<file path="config.mk">
export PLATFORM = sky130hd
export DESIGN_NAME = c3lib_gate_en_seq
export DESIGN_NICKNAME = d
export VERILOG_FILES = /design/src/rtl/c3lib_gate_en_seq_pkg.sv /design/src/rtl/c3lib_gate_en_seq_cnt.sv /design/src/rtl/c3lib_gate_en_seq.sv
export SDC_FILE = /design/constraint.sdc
export NUM_CORES = 1
export LEC_CHECK = 0
export ABC_CLOCK_PERIOD_IN_PS = 1900
export BUFFER_PORTS_ARGS = -buffer_cell sky130_fd_sc_hd__buf_2
export CAP_MARGIN = 20
export CORE_ASPECT_RATIO = 0.75
export CORE_MARGIN = 4
export CORE_UTILIZATION = 40
export DETAILED_ROUTE_END_ITERATION = 8
export SLEW_MARGIN = 20
export SYNTH_ARGS = -nofsm -noshare
export SYNTH_HDL_FRONTEND = slang
export SYNTH_SLANG_ARGS = --single-unit
</file>
<file path="constraint.sdc">
create_clock -name clk -period 1.9 [get_ports clk]
set_input_delay 0.19 -clock clk [delete_from_list [all_inputs] [get_ports clk]]
set_output_delay 0.19 -clock clk [all_outputs]
set_load 0.05 [all_outputs]
</file>
<file path="src/rtl/c3lib_gate_en_seq_pkg.sv">
// Shared types and defaults for the gate-enable sequencer.
// No logic; declarations only.
// No flow control; consumed by c3lib_gate_en_seq and its counter.
package c3lib_gate_en_seq_pkg;

  localparam int GS_CNT_W_DEF = 8;

  typedef enum logic [1:0] {
    GS_OFF      = 2'd0,
    GS_ON_WAIT  = 2'd1,
    GS_ON       = 2'd2,
    GS_OFF_WAIT = 2'd3
  } gate_seq_st_e;

endpackage

</file>
<file path="src/rtl/c3lib_gate_en_seq_cnt.sv">
// Loadable saturating down-counter timing the on/off delays of the sequencer.
// Latency: load or decrement visible one cycle after the edge; cnt_is_one is combinational from cnt.
// No backpressure; load has priority over dec, and the count stops at 0 (never wraps).
//
// Ports:
//   clk, rst        rising-edge clock, synchronous active-high reset (cnt -> 0)
//   load, load_val  load the counter with load_val
//   dec             decrement by one when nonzero
//   cnt, cnt_is_one current count and (cnt == 1) decode
module c3lib_gate_en_seq_cnt
  import c3lib_gate_en_seq_pkg::*;
#(
  parameter int CNT_W = GS_CNT_W_DEF
) (
  input  logic             clk,
  input  logic             rst,
  input  logic             load,
  input  logic [CNT_W-1:0] load_val,
  input  logic             dec,
  output logic [CNT_W-1:0] cnt,
  output logic             cnt_is_one
);

  always_ff @(posedge clk) begin
    if (rst) begin
      cnt <= '0;
    end else if (load) begin
      cnt <= load_val;
    end else if (dec && (cnt != '0)) begin
      cnt <= cnt - CNT_W'(1);
    end
  end

  assign cnt_is_one = (cnt == CNT_W'(1));

endmodule

</file>
<file path="src/rtl/c3lib_gate_en_seq.sv">
// Sequences the registered enable for in1 of a downstream AND2 gating cell, with programmable on/off delays.
// Latency: en_req edge sampled at edge N -> gate_en changes after edge N+1+cfg_*_dly.
// No backpressure; en_ack (== gate_en) is the 4-phase handshake back to the requester.
//
// Ports:
//   clk, rst                   rising-edge clock, synchronous active-high reset
//   en_req                     level request, 1 = open gate, 0 = close gate
//   cfg_on_dly, cfg_off_dly    delays, sampled only on entry to the matching wait state
//   gate_en, en_ack            flop-driven enable and its acknowledge copy
//   busy                       high while in ON_WAIT or OFF_WAIT
// Optional: C3LIB_GATE_EN_SEQ_OVRD_EN adds ovrd_en/ovrd_val, forcing gate_en to ovrd_val
// (one-cycle latency) while holding the FSM in OFF with the counter cleared.
module c3lib_gate_en_seq
  import c3lib_gate_en_seq_pkg::*;
#(
  parameter int CNT_W = GS_CNT_W_DEF
) (
  input  logic             clk,
  input  logic             rst,
  input  logic             en_req,
  input  logic [CNT_W-1:0] cfg_on_dly,
  input  logic [CNT_W-1:0] cfg_off_dly,
`ifdef C3LIB_GATE_EN_SEQ_OVRD_EN
  input  logic             ovrd_en,
  input  logic             ovrd_val,
`endif
  output logic             gate_en,
  output logic             en_ack,
  output logic             busy
);

  gate_seq_st_e     st_q, st_nxt;
  logic             cnt_load;
  logic [CNT_W-1:0] cnt_load_val;
  logic             cnt_dec;
  logic [CNT_W-1:0] cnt;
  logic             cnt_is_one;
  logic             gate_nxt;

  c3lib_gate_en_seq_cnt #(.CNT_W(CNT_W)) u_cnt (
    .clk        (clk),
    .rst        (rst),
    .load       (cnt_load),
    .load_val   (cnt_load_val),
    .dec        (cnt_dec),
    .cnt        (cnt),
    .cnt_is_one (cnt_is_one)
  );

  assign busy    = (st_q == GS_ON_WAIT) || (st_q == GS_OFF_WAIT);
  assign cnt_dec = busy && (cnt != '0);

  always_ff @(posedge clk) begin
    if (rst) begin
      st_q <= GS_OFF;
    end else begin
      st_q <= st_nxt;
    end
  end

  always_comb begin
    st_nxt       = st_q;
    cnt_load     = 1'b0;
    cnt_load_val = '0;
    case (st_q)
      GS_OFF: begin
        if (en_req) begin
          if (cfg_on_dly != '0) begin
            st_nxt       = GS_ON_WAIT;
            cnt_load     = 1'b1;
            cnt_load_val = cfg_on_dly;
          end else begin
            st_nxt = GS_ON;
          end
        end
      end
      GS_ON_WAIT: begin
        // Request withdrawn before the gate opened: abort and clear the count.
        if (!en_req) begin
          st_nxt   = GS_OFF;
          cnt_load = 1'b1;
        end else if (cnt_is_one) begin
          st_nxt = GS_ON;
        end
      end
      GS_ON: begin
        if (!en_req) begin
          if (cfg_off_dly != '0) begin
            st_nxt       = GS_OFF_WAIT;
            cnt_load     = 1'b1;
            cnt_load_val = cfg_off_dly;
          end else begin
            st_nxt = GS_OFF;
          end
        end
      end
      GS_OFF_WAIT: begin
        // Re-request during drain: reopen without ever dropping the gate.
        if (en_req) begin
          st_nxt   = GS_ON;
          cnt_load = 1'b1;
        end else if (cnt_is_one) begin
          st_nxt = GS_OFF;
        end
      end
      default: st_nxt = GS_OFF;
    endcase
`ifdef C3LIB_GATE_EN_SEQ_OVRD_EN
    if (ovrd_en) begin
      st_nxt       = GS_OFF;
      cnt_load     = 1'b1;
      cnt_load_val = '0;
    end
`endif
  end

  // gate_en is a flop of the decoded state, so it can never glitch even
  // if en_req toggles every cycle.
  always_comb begin
    gate_nxt = (st_q == GS_ON) || (st_q == GS_OFF_WAIT);
`ifdef C3LIB_GATE_EN_SEQ_OVRD_EN
    if (ovrd_en) begin
      gate_nxt = ovrd_val;
    end
`endif
  end

  always_ff @(posedge clk) begin
    if (rst) begin
      gate_en <= 1'b0;
    end else begin
      gate_en <= gate_nxt;
    end
  end

  assign en_ack = gate_en;

endmodule

</file>
==> reports/metrics.csv <==
stage;metric;value;unit
status;status;complete, no violations;
worst_setup_path;cp_top_family;simple AND/OR/NAND/NOR gates;
route;final_antenna_net_count;0;
worst_setup_path;path_class;reg2reg;
route;first_iter_violations;34;
cts;clk_latency;270;ps
placement;numPortBuffers;21;
route;firstDrtPassIters;4;
route;routed-wl-met3;189;microns
final_layout;fin_util;0.507;
power;p_int;982;uW
final_layout;final_layout_size_suffix_gt1_frac;0.364;
synth;avgSynthCellArea;8.61;sq um
final_layout;final_common_cell;buf_2;
cts;cts_buffers;3;
sta;fin_worst_skew;0.929;ps
sta;finalHoldViolCount;0;
sta;tightest_slew;482;ps
cts;post-cts-setup-buffer-count;0;
sta;min_period_over_period;0.927;
cts;htreeDepth;1;
power;p_leak;0.397;nW
power;p_sw;928;uW
worst_setup_path;crit_path_start_kind;flop;
power;power;1.91;mW
route;top_layer;met4;
final_layout;synthToLayoutAreaGrowth;20.0;%
synth;synthesis.nets;120;
power;clkPwrFrac;0.086;
power;p_seq_frac;0.255;
synth;synth_async_sr_flop_share;0;
final_layout;nets;143;
power;comb_power_share;0.659;
power;switching_share;0.486;
worst_setup_path;slowest_stage;or4_4;
route;drc;0;
worst_setup_path;crit_path_max_incr_delay;580;ps
synth;ys_seq_elements;11;
sta;fmax;0.568;GHz
cts;clk_pin_slew;70;ps
route;viasPerCell;5.99;
worst_setup_path;path_cells;or4_4, a2111o_1, a222oi_1, nor3_1;
grt;antenna_found_initial;0;
final_layout;diodes;0;
sta;setup-tns-final;0;ps
synth;synthTopCellsByArea;dfxtp_1, a22oi_1, nand2_1;
power;powerDensity;1870;nW/um^2
cts;cts_tree;done;
floorplanning;initial_core_util;0.423;
route;wire_per_inst;15.5;microns
grt;grt_overflow;0;
synth;seq_area_frac_synth;0.258;
worst_setup_path;worstPathRequired;2060;ps
synth;synth_edf_count;0;
sta;setup_viol;0;
min_path;hold_class;in2reg;
placement;gp_congestion;0.833;
grt;grt_pass1_wl;3.69;mm
floorplanning;coreArea;2010;sq um
cts;cts_hold_buf;0;
worst_setup_path;cp_num_buf_inv;0;
route;met1Wirelength;1.13;mm
synth;yosysUniqueCellTypes;45;
floorplanning;design.die.area;2940;sq um
sta;drv_slew;0;
cts;cts_sinks;11;
route;num_vias;868;
sta;fin_crit;1760;ps
synth;post_synth_instance_area;852;sq um
sta;whs;209;ps
job;maxCapViolations;0;
placement;hpwlAfterDp;1.80;mm
synth;ys_warn_count;0;
route;drt_wl_total;2.24;mm
floorplanning;die_x;61.3;microns
floorplanning;die_h;48.0;microns
synth;yosys.area.top_type_share;0.258;
grt;grt_use_total;0.174;
floorplanning;num_io_pins;22;
synth;synth_ff_type;dfxtp_1;
floorplanning;rows;14;
final_layout;mostFrequentLayoutCells;buf_2, dfxtp_1, nand2_1;
route;wl_met2;900;microns
worst_setup_path;arrival;1920;ps
sta;worst_slew_margin_rel;0.676;
grt;grt_max_degree;13;
synth;synth_top_cell_by_area;dfxtp_1;
worst_setup_path;cp_max_fo;6;
synth;netlist_instances;99;
grt;grt_pass1_vias;819;
power;max-vdd-ir-drop;0.951;mV
worst_setup_path;endpoint_kind;flop;
sta;grt_setup_unrepaired;no;
cts;clockRootBuffer;clkbuf_4;
cts;clockBufferDepth;2;
## sequential cells by signal, indices dropped and copies added, names as in the netlist
| register | cells |
|---|---|
| u_cnt.cnt | 8 |
| st_q | 2 |
| en_ack | 1 |
## timing repair
action                                 in CTS  in global routing
endpoints found under the hold margin       0                  0
gates resized for setup                     0                  2
setup endpoints to repair                   0                  2
## cells in the mapped netlist, types with 2 or more instances
cell type	number
dfxtp_1	11
nand2_1	7
clkbuf_1	6
nor2_1	5
a21oi_1	4
a22oi_1	4
o21ai_0	4
a221oi_1	3
inv_1	3
nor2b_1	3
nor4_1	3
a211o_1	2
a211oi_1	2
a22o_1	2
a31o_2	2
ha_1	2
nand3b_1	2
nor3_1	2
o2111ai_1	2
o32ai_1	2
or4_4	2
xnor2_1	2
xor2_1	2
## layout make-up
class                           instances  area (sq um)
Timing Repair Buffer                   26           143
Clock buffer                            4          26.3
Tap cell                               24          30.0
Fill cell                             179           992
Sequential cell                        11           221
Multi-Input combinational cell         76           587
Inverter                                4          15.0
## worst paths after layout
kind | end | slack (ps) | from | depth (start not counted)
hold reg to reg | en_ack | 600 | st_q[1] | 1
hold / removal | u_cnt.cnt[1] | 210 | cfg_off_dly[1] | 3
setup / recovery | u_cnt.cnt[5] | 140 | u_cnt.cnt[2] | 4
setup reg to reg | u_cnt.cnt[5] | 140 | u_cnt.cnt[2] | 4
## tightest hold or removal path, stage by stage
cell and delay [ps]:
buf_2 90, a22oi_1 70, o32ai_2 90
## through the flow
| step | setup slack (ps) | cells | cell area, sq um |
|---|---|---|---|
| 2_1_floorplan | 162 | 99 | 852 |
| 3_3_place_gp | 149 | 141 | 990 |
| 3_5_place_dp | 157 | 141 | 990 |
| 4_1_cts | 141 | 145 | 1020 |
| 5_1_grt | 0.738 | 145 | 1020 |
| 6_report | 139 | 145 | 1020 |
## logic make-up after synthesis
family | synth area share
muxes | 0.0250
AOI/OAI and AO/OA | 0.350
buffers and inverters | 0.0587
and+or+nand+nor | 0.238
DFF | 0.258
xor gates and xnor gates | 0.0411
adders and majority gates | 0.0294
## power by group through the flow
stage	Clock, mW	Combinational [mW]	Sequential, mW
floorplan	0	0.925	0.465
global placement	0	1.23	0.482
detailed placement	0	1.21	0.486
CTS	0.168	1.22	0.481
global route	0.180	1.41	0.503
finish	0.164	1.26	0.487
## metal layers
layer,GRT usage,up-vias
met5,0,-
met4,0.0519,0
met3,0.0593,3
met2,0.245,40
met1,0.249,386
li1,-,439
Power figures use the tool's default switching activity.
